--- config.mk ---
export PLATFORM = sky130hd
export DESIGN_NAME = uart_boot_loader
export DESIGN_NICKNAME = d
export VERILOG_FILES = /design/src/rtl/uart_boot_loader.sv
export SDC_FILE = /design/constraint.sdc
export NUM_CORES = 1
export LEC_CHECK = 0
export BUFFER_PORTS_ARGS = -buffer_cell sky130_fd_sc_hd__buf_2
export CAP_MARGIN = 20
export CORE_MARGIN = 1.5
export CORE_UTILIZATION = 54
export DETAILED_ROUTE_END_ITERATION = 10
export GPL_TIMING_DRIVEN = 0
export MAX_ROUTING_LAYER = met4
export PLACE_DENSITY = 0.82
export SYNTH_ARGS = -nofsm -noshare
export SYNTH_HDL_FRONTEND = slang
export SYNTH_SLANG_ARGS = --single-unit
--- constraint.sdc ---
create_clock -name clk_i -period 3.26 [get_ports clk_i]
set_clock_uncertainty 0.05 [all_clocks]
set_input_delay 0.326 -clock clk_i [delete_from_list [all_inputs] [get_ports clk_i]]
set_output_delay 0.326 -clock clk_i [all_outputs]
set_load 0.03 [all_outputs]
--- src/rtl/uart_boot_loader.sv ---
`default_nettype none
// ============================================================================
// Module  : uart_boot_loader
// Brief   : Programs uart_ctrl, receives a framed image over the UART, writes
//           it to memory as 32-bit words and answers the host with ACK/NAK.
// Revision: 1.0 - initial release
// ============================================================================
module uart_boot_loader #(
    parameter logic [15:0] CLK_DIV   = 16'd868,
    parameter logic [31:0] BASE_ADDR = 32'h0000_0000,
    parameter logic [15:0] MAX_WORDS = 16'd4096,
    parameter int unsigned MEM_AW    = 32
) (
    input  logic              clk_i,
    input  logic              rst_ni,
    input  logic              start_i,
    output logic              busy_o,
    output logic              done_o,
    output logic              error_o,
    output logic [1:0]        err_code_o,
    output logic              hs_read_o,
    output logic              hs_write_o,
    output logic [4:0]        hs_addr_o,
    output logic [7:0]        hs_data_o,
    input  logic              hs_ready_i,
    input  logic [7:0]        hs_data_i,
    output logic              mem_we_o,
    output logic [MEM_AW-1:0] mem_addr_o,
    output logic [31:0]       mem_wdata_o,
    input  logic              mem_ready_i
);

    localparam logic [4:0] c_addr_rx   = 5'h00;
    localparam logic [4:0] c_addr_tx   = 5'h04;
    localparam logic [4:0] c_addr_stat = 5'h08;
    localparam logic [4:0] c_addr_ctrl = 5'h0C;
    localparam logic [4:0] c_addr_dlo  = 5'h10;
    localparam logic [4:0] c_addr_dhi  = 5'h14;
    localparam logic [7:0] c_magic     = 8'hA5;
    localparam logic [7:0] c_ack       = 8'h06;
    localparam logic [7:0] c_nak       = 8'h15;

    typedef enum logic [3:0] {
        S_IDLE      = 4'd0,
        S_CFG_LO    = 4'd1,
        S_CFG_HI    = 4'd2,
        S_CFG_RST   = 4'd3,
        S_POLL      = 4'd4,
        S_POP       = 4'd5,
        S_GUARD     = 4'd6,
        S_MEM_WR    = 4'd7,
        S_RESP_POLL = 4'd8,
        S_RESP_TX   = 4'd9,
        S_DONE      = 4'd10,
        S_ERR       = 4'd11
    } state_e;

    typedef enum logic [2:0] {
        P_MAGIC = 3'd0,
        P_LEN0  = 3'd1,
        P_LEN1  = 3'd2,
        P_DATA  = 3'd3,
        P_CSUM  = 3'd4
    } phase_e;

    state_e      state_q, state_d;
    phase_e      phase_q, phase_d;
    logic [7:0]  rx_byte_q, rx_byte_d;
    logic [15:0] len_q, len_d;
    logic [15:0] word_idx_q, word_idx_d;
    logic [1:0]  byte_cnt_q, byte_cnt_d;
    logic [31:0] word_q, word_d;
    logic [7:0]  csum_q, csum_d;
    logic [7:0]  resp_q, resp_d;
    logic        guard_q, guard_d;
    logic        done_q, done_d;
    logic        error_q, error_d;
    logic [1:0]  err_code_q, err_code_d;

    logic [15:0]       w_len;
    logic [15:0]       w_idx_next;
    logic [MEM_AW-1:0] w_mem_addr;

    assign w_len      = {rx_byte_q, len_q[7:0]};
    assign w_idx_next = word_idx_q + 16'd1;
    assign w_mem_addr = MEM_AW'(BASE_ADDR) + (MEM_AW'(word_idx_q) << 2);

    assign busy_o     = !(state_q inside {S_IDLE, S_DONE, S_ERR});
    assign done_o     = done_q;
    assign error_o    = error_q;
    assign err_code_o = err_code_q;

    always_comb begin
        state_d     = state_q;
        phase_d     = phase_q;
        rx_byte_d   = rx_byte_q;
        len_d       = len_q;
        word_idx_d  = word_idx_q;
        byte_cnt_d  = byte_cnt_q;
        word_d      = word_q;
        csum_d      = csum_q;
        resp_d      = resp_q;
        guard_d     = guard_q;
        done_d      = done_q;
        error_d     = error_q;
        err_code_d  = err_code_q;
        hs_read_o   = 1'b0;
        hs_write_o  = 1'b0;
        hs_addr_o   = 5'h00;
        hs_data_o   = 8'h00;
        mem_we_o    = 1'b0;
        mem_addr_o  = '0;
        mem_wdata_o = 32'h0;

        case (state_q)
            S_IDLE, S_DONE, S_ERR: begin
                if (start_i) begin
                    state_d    = S_CFG_LO;
                    phase_d    = P_MAGIC;
                    len_d      = 16'h0;
                    word_idx_d = 16'h0;
                    byte_cnt_d = 2'd0;
                    word_d     = 32'h0;
                    csum_d     = 8'h00;
                    resp_d     = 8'h00;
                    guard_d    = 1'b0;
                    done_d     = 1'b0;
                    error_d    = 1'b0;
                    err_code_d = 2'd0;
                end
            end
            S_CFG_LO: begin
                hs_write_o = 1'b1;
                hs_addr_o  = c_addr_dlo;
                hs_data_o  = CLK_DIV[7:0];
                if (hs_ready_i) state_d = S_CFG_HI;
            end
            S_CFG_HI: begin
                hs_write_o = 1'b1;
                hs_addr_o  = c_addr_dhi;
                hs_data_o  = CLK_DIV[15:8];
                if (hs_ready_i) state_d = S_CFG_RST;
            end
            S_CFG_RST: begin
                hs_write_o = 1'b1;
                hs_addr_o  = c_addr_ctrl;
                hs_data_o  = 8'h03;
                if (hs_ready_i) state_d = S_POLL;
            end
            S_POLL: begin
                hs_read_o = 1'b1;
                hs_addr_o = c_addr_stat;
                if (hs_ready_i) begin
                    if (hs_data_i[5] || hs_data_i[6]) begin
                        state_d    = S_ERR;
                        error_d    = 1'b1;
                        err_code_d = 2'd1;
                    end else if (hs_data_i[0]) begin
                        state_d = S_POP;
                    end
                end
            end
            S_POP: begin
                hs_read_o = 1'b1;
                hs_addr_o = c_addr_rx;
                if (hs_ready_i) begin
                    rx_byte_d = hs_data_i;
                    guard_d   = 1'b0;
                    state_d   = S_GUARD;
                end
            end
            S_GUARD: begin
                // Second idle cycle performs the dispatch of the popped byte.
                if (!guard_q) begin
                    guard_d = 1'b1;
                end else begin
                    state_d = S_POLL;
                    case (phase_q)
                        P_MAGIC: if (rx_byte_q == c_magic) phase_d = P_LEN0;
                        P_LEN0: begin
                            len_d   = {8'h00, rx_byte_q};
                            phase_d = P_LEN1;
                        end
                        P_LEN1: begin
                            len_d = w_len;
                            if (w_len > MAX_WORDS) begin
                                state_d    = S_ERR;
                                error_d    = 1'b1;
                                err_code_d = 2'd2;
                            end else if (w_len == 16'h0) begin
                                phase_d = P_CSUM;
                            end else begin
                                phase_d = P_DATA;
                            end
                        end
                        P_DATA: begin
                            case (byte_cnt_q)
                                2'd0:    word_d[7:0]   = rx_byte_q;
                                2'd1:    word_d[15:8]  = rx_byte_q;
                                2'd2:    word_d[23:16] = rx_byte_q;
                                default: word_d[31:24] = rx_byte_q;
                            endcase
                            csum_d     = csum_q ^ rx_byte_q;
                            byte_cnt_d = byte_cnt_q + 2'd1;
                            if (byte_cnt_q == 2'd3) state_d = S_MEM_WR;
                        end
                        P_CSUM: begin
                            resp_d  = (rx_byte_q == csum_q) ? c_ack : c_nak;
                            state_d = S_RESP_POLL;
                        end
                        default: phase_d = P_MAGIC;
                    endcase
                end
            end
            S_MEM_WR: begin
                mem_we_o    = 1'b1;
                mem_addr_o  = w_mem_addr;
                mem_wdata_o = word_q;
                if (mem_ready_i) begin
                    word_idx_d = w_idx_next;
                    state_d    = S_POLL;
                    if (w_idx_next == len_q) phase_d = P_CSUM;
                end
            end
            S_RESP_POLL: begin
                hs_read_o = 1'b1;
                hs_addr_o = c_addr_stat;
                if (hs_ready_i) begin
                    if (hs_data_i[5] || hs_data_i[6]) begin
                        state_d    = S_ERR;
                        error_d    = 1'b1;
                        err_code_d = 2'd1;
                    end else if (!hs_data_i[3]) begin
                        state_d = S_RESP_TX;
                    end
                end
            end
            S_RESP_TX: begin
                hs_write_o = 1'b1;
                hs_addr_o  = c_addr_tx;
                hs_data_o  = resp_q;
                if (hs_ready_i) begin
                    if (resp_q == c_ack) begin
                        state_d = S_DONE;
                        done_d  = 1'b1;
                    end else begin
                        state_d    = S_ERR;
                        error_d    = 1'b1;
                        err_code_d = 2'd3;
                    end
                end
            end
            default: state_d = S_IDLE;
        endcase
    end

    always_ff @(posedge clk_i or negedge rst_ni) begin
        if (!rst_ni) begin
            state_q    <= S_IDLE;
            phase_q    <= P_MAGIC;
            rx_byte_q  <= 8'h00;
            len_q      <= 16'h0;
            word_idx_q <= 16'h0;
            byte_cnt_q <= 2'd0;
            word_q     <= 32'h0;
            csum_q     <= 8'h00;
            resp_q     <= 8'h00;
            guard_q    <= 1'b0;
            done_q     <= 1'b0;
            error_q    <= 1'b0;
            err_code_q <= 2'd0;
        end else begin
            state_q    <= state_d;
            phase_q    <= phase_d;
            rx_byte_q  <= rx_byte_d;
            len_q      <= len_d;
            word_idx_q <= word_idx_d;
            byte_cnt_q <= byte_cnt_d;
            word_q     <= word_d;
            csum_q     <= csum_d;
            resp_q     <= resp_d;
            guard_q    <= guard_d;
            done_q     <= done_d;
            error_q    <= error_d;
            err_code_q <= err_code_d;
        end
    end

endmodule
`default_nettype wire

==> impl_results.rst <==
.. list-table::
   :header-rows: 1

   * - Metric
     - Value
   * - Result of the run
     - finished clean
   * - Global routing usage summed across all routing layers
     - 28.9%
   * - Post-CTS Setup Repair Bufs
     - 0
   * - Relative slew slack
     - 46.4%
   * - Slowest stage cell on the critical path
     - dfrtp_1
   * - Routed length per placed instance
     - 17.3 um
   * - Number of antenna violations at the first check in global routing
     - 0
   * - Type of the most critical hold path
     - input pin to register
   * - TritonCTS Buffers
     - 9
   * - Avg Synthesized Cell Area
     - 8.85 sq um
   * - Chip height
     - 107 um
   * - Netlist Area Pre-Place
     - 0.00584 sq mm
   * - DR DRC count
     - 0
   * - Total non-filler cell area in the finished layout
     - 0.00676 sq mm
   * - Max-cap violation count
     - 0
   * - Critical Path, Cell by Cell
     - ha_1, nand4_1, nor4_4, xnor2_1, o2111ai_1, a2111o_1, nor4_2, o21ai_1
   * - Max Clock Freq
     - 323 MHz
   * - Critical path class
     - register to register
   * - Final count of pins violating max slew
     - 0
   * - Die Span X
     - 107 um
   * - Initial Utilization
     - 56.1%
   * - Reg-to-reg setup timing slack
     - 0.16 ns
   * - Synthesis warning total
     - 0
   * - Number of global-route vias before repair
     - 5117
   * - Sum of buffers and inverters on the critical path
     - 0
   * - Total power after layout
     - 0.00467 W
   * - Root buffer cell
     - clkbuf_8
   * - VDD IR-drop max
     - 556 uV
   * - Cell type with the highest aggregate area in the netlist
     - dfrtp_1
   * - Drt first pass iters
     - 4
   * - Global-route wire length before repair
     - 25100 um
   * - Total number of cells along the worst setup path
     - 8
   * - Antenna Diode Count
     - 0
   * - Non-Filler Instances
     - 909
   * - R2r startpoint
     - word_idx_q[1]$_DFFE_PN0P_
   * - Synth area leaders
     - dfrtp_1, o21ai_0, a22o_1
   * - DR vias/cell
     - 6.01
   * - Number of levels in the clock H-tree
     - 3
   * - Worst R2R Path Depth
     - 8
   * - Critical path required time
     - 3.46 ns
   * - Pwr dens
     - 691 mW/mm^2
   * - Critical Path Max Stage Delay
     - 0.50 ns
   * - Most repeated cell in the gate-level netlist after synthesis
     - dfrtp_1
   * - Clock tree buffer depth
     - 2
   * - Sequential share of the synthesized area
     - 41.6%
   * - Clock-pin slew of the registers on the worst-case setup and hold paths
     - 0.10 ns
   * - Biggest fanout along the worst timing path
     - 7
   * - Post-DP Area
     - 0.00650 sq mm
   * - Total wirelength of the detailed-routed design
     - 15700 um
   * - Setup-failing EPs final
     - 0
   * - FP Rows
     - 37
   * - Synth Register Bits
     - 97
   * - Origin of the worst setup path
     - word_idx_q[1]$_DFFE_PN0P_
   * - Fraction of post-synthesis cell area in the top cell type by area
     - 41.6%
   * - Count of port buffers added during placement
     - 77
   * - Layout Area Growth over Synthesis
     - 15.7%
   * - Clock tree from TritonCTS
     - done
   * - Floorplan die area
     - 0.0114 sq mm
   * - Total count of hold-check failures in the final report
     - 0
   * - Area of the core
     - 0.0104 sq mm
   * - Final core utilization
     - 64.9%
   * - Net count reported at finish
     - 787
   * - Main synth FF type
     - dfrtp_1
   * - Clock sink count
     - 97
   * - Antenna violation net count after detailed routing
     - 0
   * - Async set-or-reset flop fraction in the synthesized netlist
     - 100%
   * - Kind of launch point of the worst setup path
     - register
   * - Worst setup endpoint
     - phase_q[0]$_DFFE_PN0P_
   * - Total congestion overflow
     - 0
   * - Transition at the pin with the smallest max-transition slack
     - 0.797 ns
   * - Final min period
     - 3.10 ns
   * - Fraction of final layout cells with drive strength greater than 1
     - 21.5%
   * - CP arrival
     - 3.30 ns
   * - Leakage power
     - 3.32 nW
   * - Final clock period utilization by the worst path
     - 95.0%
   * - Crit Reg-Reg Endpoint
     - phase_q[0]$_DFFE_PN0P_
   * - Largest net degree at the start of global routing
     - 76
   * - Critical Path Sink Type
     - register
   * - Vias
     - 5461
   * - Final RePlAce weighted congestion
     - 0.929
   * - Post-DP HPWL
     - 11100 um
   * - Number of standard cells after synthesis
     - 660
   * - Number of enable-type register cells in the synthesized netlist
     - 0
   * - Iter 0 DRT Violations
     - 454
   * - Number of distinct standard cells referenced by the synthesized netlist
     - 68
   * - Cell family with the largest share of critical-path delay
     - simple AND/OR/NAND/NOR gates
   * - Ports placed on the boundary
     - 98
   * - Most common library cells after synthesis
     - dfrtp_1, nand2_1, o21ai_0
   * - Clock latency on the worst-skew pair
     - 0.38 ns
   * - Number of cells in the design after placement
     - 893
[what timing repair did]
item	4_1_cts	5_1_grt
endpoints found under the setup margin	10	49
cloned	0	0
endpoints found under the hold margin	22	0
gates resized for setup	1	10
hold buffers	1	0
pin swaps	0	0
[how the worst min path moves through the flow]
stage	start	to	cells after the start
3_3_place_gp	word_q[11]$_DFFE_PN0P_	word_q[11]$_DFFE_PN0P_	1
6_report	start_i	done_o$_DFFE_PN0P_	2
2_1_floorplan	rst_ni	byte_cnt_q[0]$_DFFE_PN0P_	0
4_1_cts	start_i	done_o$_DFFE_PN0P_	2
5_1_grt	hs_data_i[1]	rx_byte_q[1]$_DFFE_PN0P_	2
3_5_place_dp	rst_ni	word_idx_q[4]$_DFFE_PN0P_	1
[flip-flops by register name, summed over array words and instances, names as in the netlist]
register / cells
word_q: 32
len_q: 16
word_idx_q: 16
csum_q: 8
rx_byte_q: 8
state_q: 4
phase_q: 3
resp_q: 3
byte_cnt_q: 2
err_code_o: 2
done_o: 1
error_o: 1
guard_q: 1
[final cells by class]
| class | instances | area [sq um] |
|---|---|---|
| Clock buffer | 11 | 151 |
| Sequential cell | 97 | 2430 |
| Fill cell | 901 | 3660 |
| Tap cell | 136 | 170 |
| Timing Repair Buffer | 79 | 425 |
| Buffer | 65 | 382 |
| Inverter | 14 | 52.6 |
| Multi-Input combinational cell | 502 | 3070 |
| Clock inverter | 5 | 77.6 |
[cells by family after synthesis]
| kind of cell | synth area share (%) |
|---|---|
| mux | 2.46 |
| simple gates | 24.3 |
| xor+xnor | 3.90 |
| buf+inv | 7.39 |
| other cells | 0.0642 |
| compound gates | 19.0 |
| fa+ha+maj | 1.29 |
| flops | 41.6 |
[power breakdown]
group / total, W / internal (W) / leakage, nW / switching [W]
combinational: 0.00225 / 0.000704 / 1.88 / 0.00154
clock: 0.000899 / 0.000472 / 0.115 / 0.000428
sequential: 0.00152 / 0.00137 / 1.33 / 0.000154
total: 0.00467 / 0.00255 / 3.32 / 0.00212
[metrics by stage]
stage          hold slack, ns  setup slack [ns]  TNS [ns]
3_3_place_gp            0.426            0.0227         0
2_1_floorplan         -0.0196             0.718         0
4_1_cts                 0.128            0.0891         0
5_1_grt                 0.129           -0.0748    -0.208
3_5_place_dp            0.209           -0.0143   -0.0210
6_report                0.137             0.162         0
[layout by cell type (no fill, tap or decap), types with 6 or more instances in the layout]
cell type  Yosys  layout
o21ai_1        8       9
nor3_1        14      14
clkbuf_1      24      20
dfrtp_1       97      97
a21oi_1       19      19
mux2_2        11      11
o31ai_1        7       7
nand2b_1       6       6
buf_4         28      29
buf_2          9      85
conb_1         1      20
xor2_1        12      12
nor2_1        50      50
and2_1        46      46
o21ai_0       62      61
xnor2_1       14      14
clkbuf_8       0      11
ha_1           6       6
a31oi_1        7       7
nor4_1        10       9
nand3_1       24      23
nand2_1       75      75
nand4_1        6       6
inv_1         12      12
and3_1         9       9
a22o_1        33      33
[worst reg2reg max path, cell delays in order, from the launching register on]
cell and delay, ns:
dfrtp_1 0.50, ha_1 0.33, nand4_1 0.38, nor4_4 0.45, xnor2_1 0.18, o2111ai_1 0.13
a2111o_1 0.40, nor4_2 0.42, o21ai_1 0.13
[layer usage]
| layer | global-route usage [%] | vias up | wire, um |
|---|---|---|---|
| li1 | - | 2492 | - |
| met1 | 38.4 | 2686 | 6720 |
| met2 | 44.4 | 236 | 7450 |
| met3 | 4.50 | 47 | 1060 |
| met4 | 12.3 | 0 | 474 |
| met5 | - | - | 0 |
(Power assumes the default switching activity.)
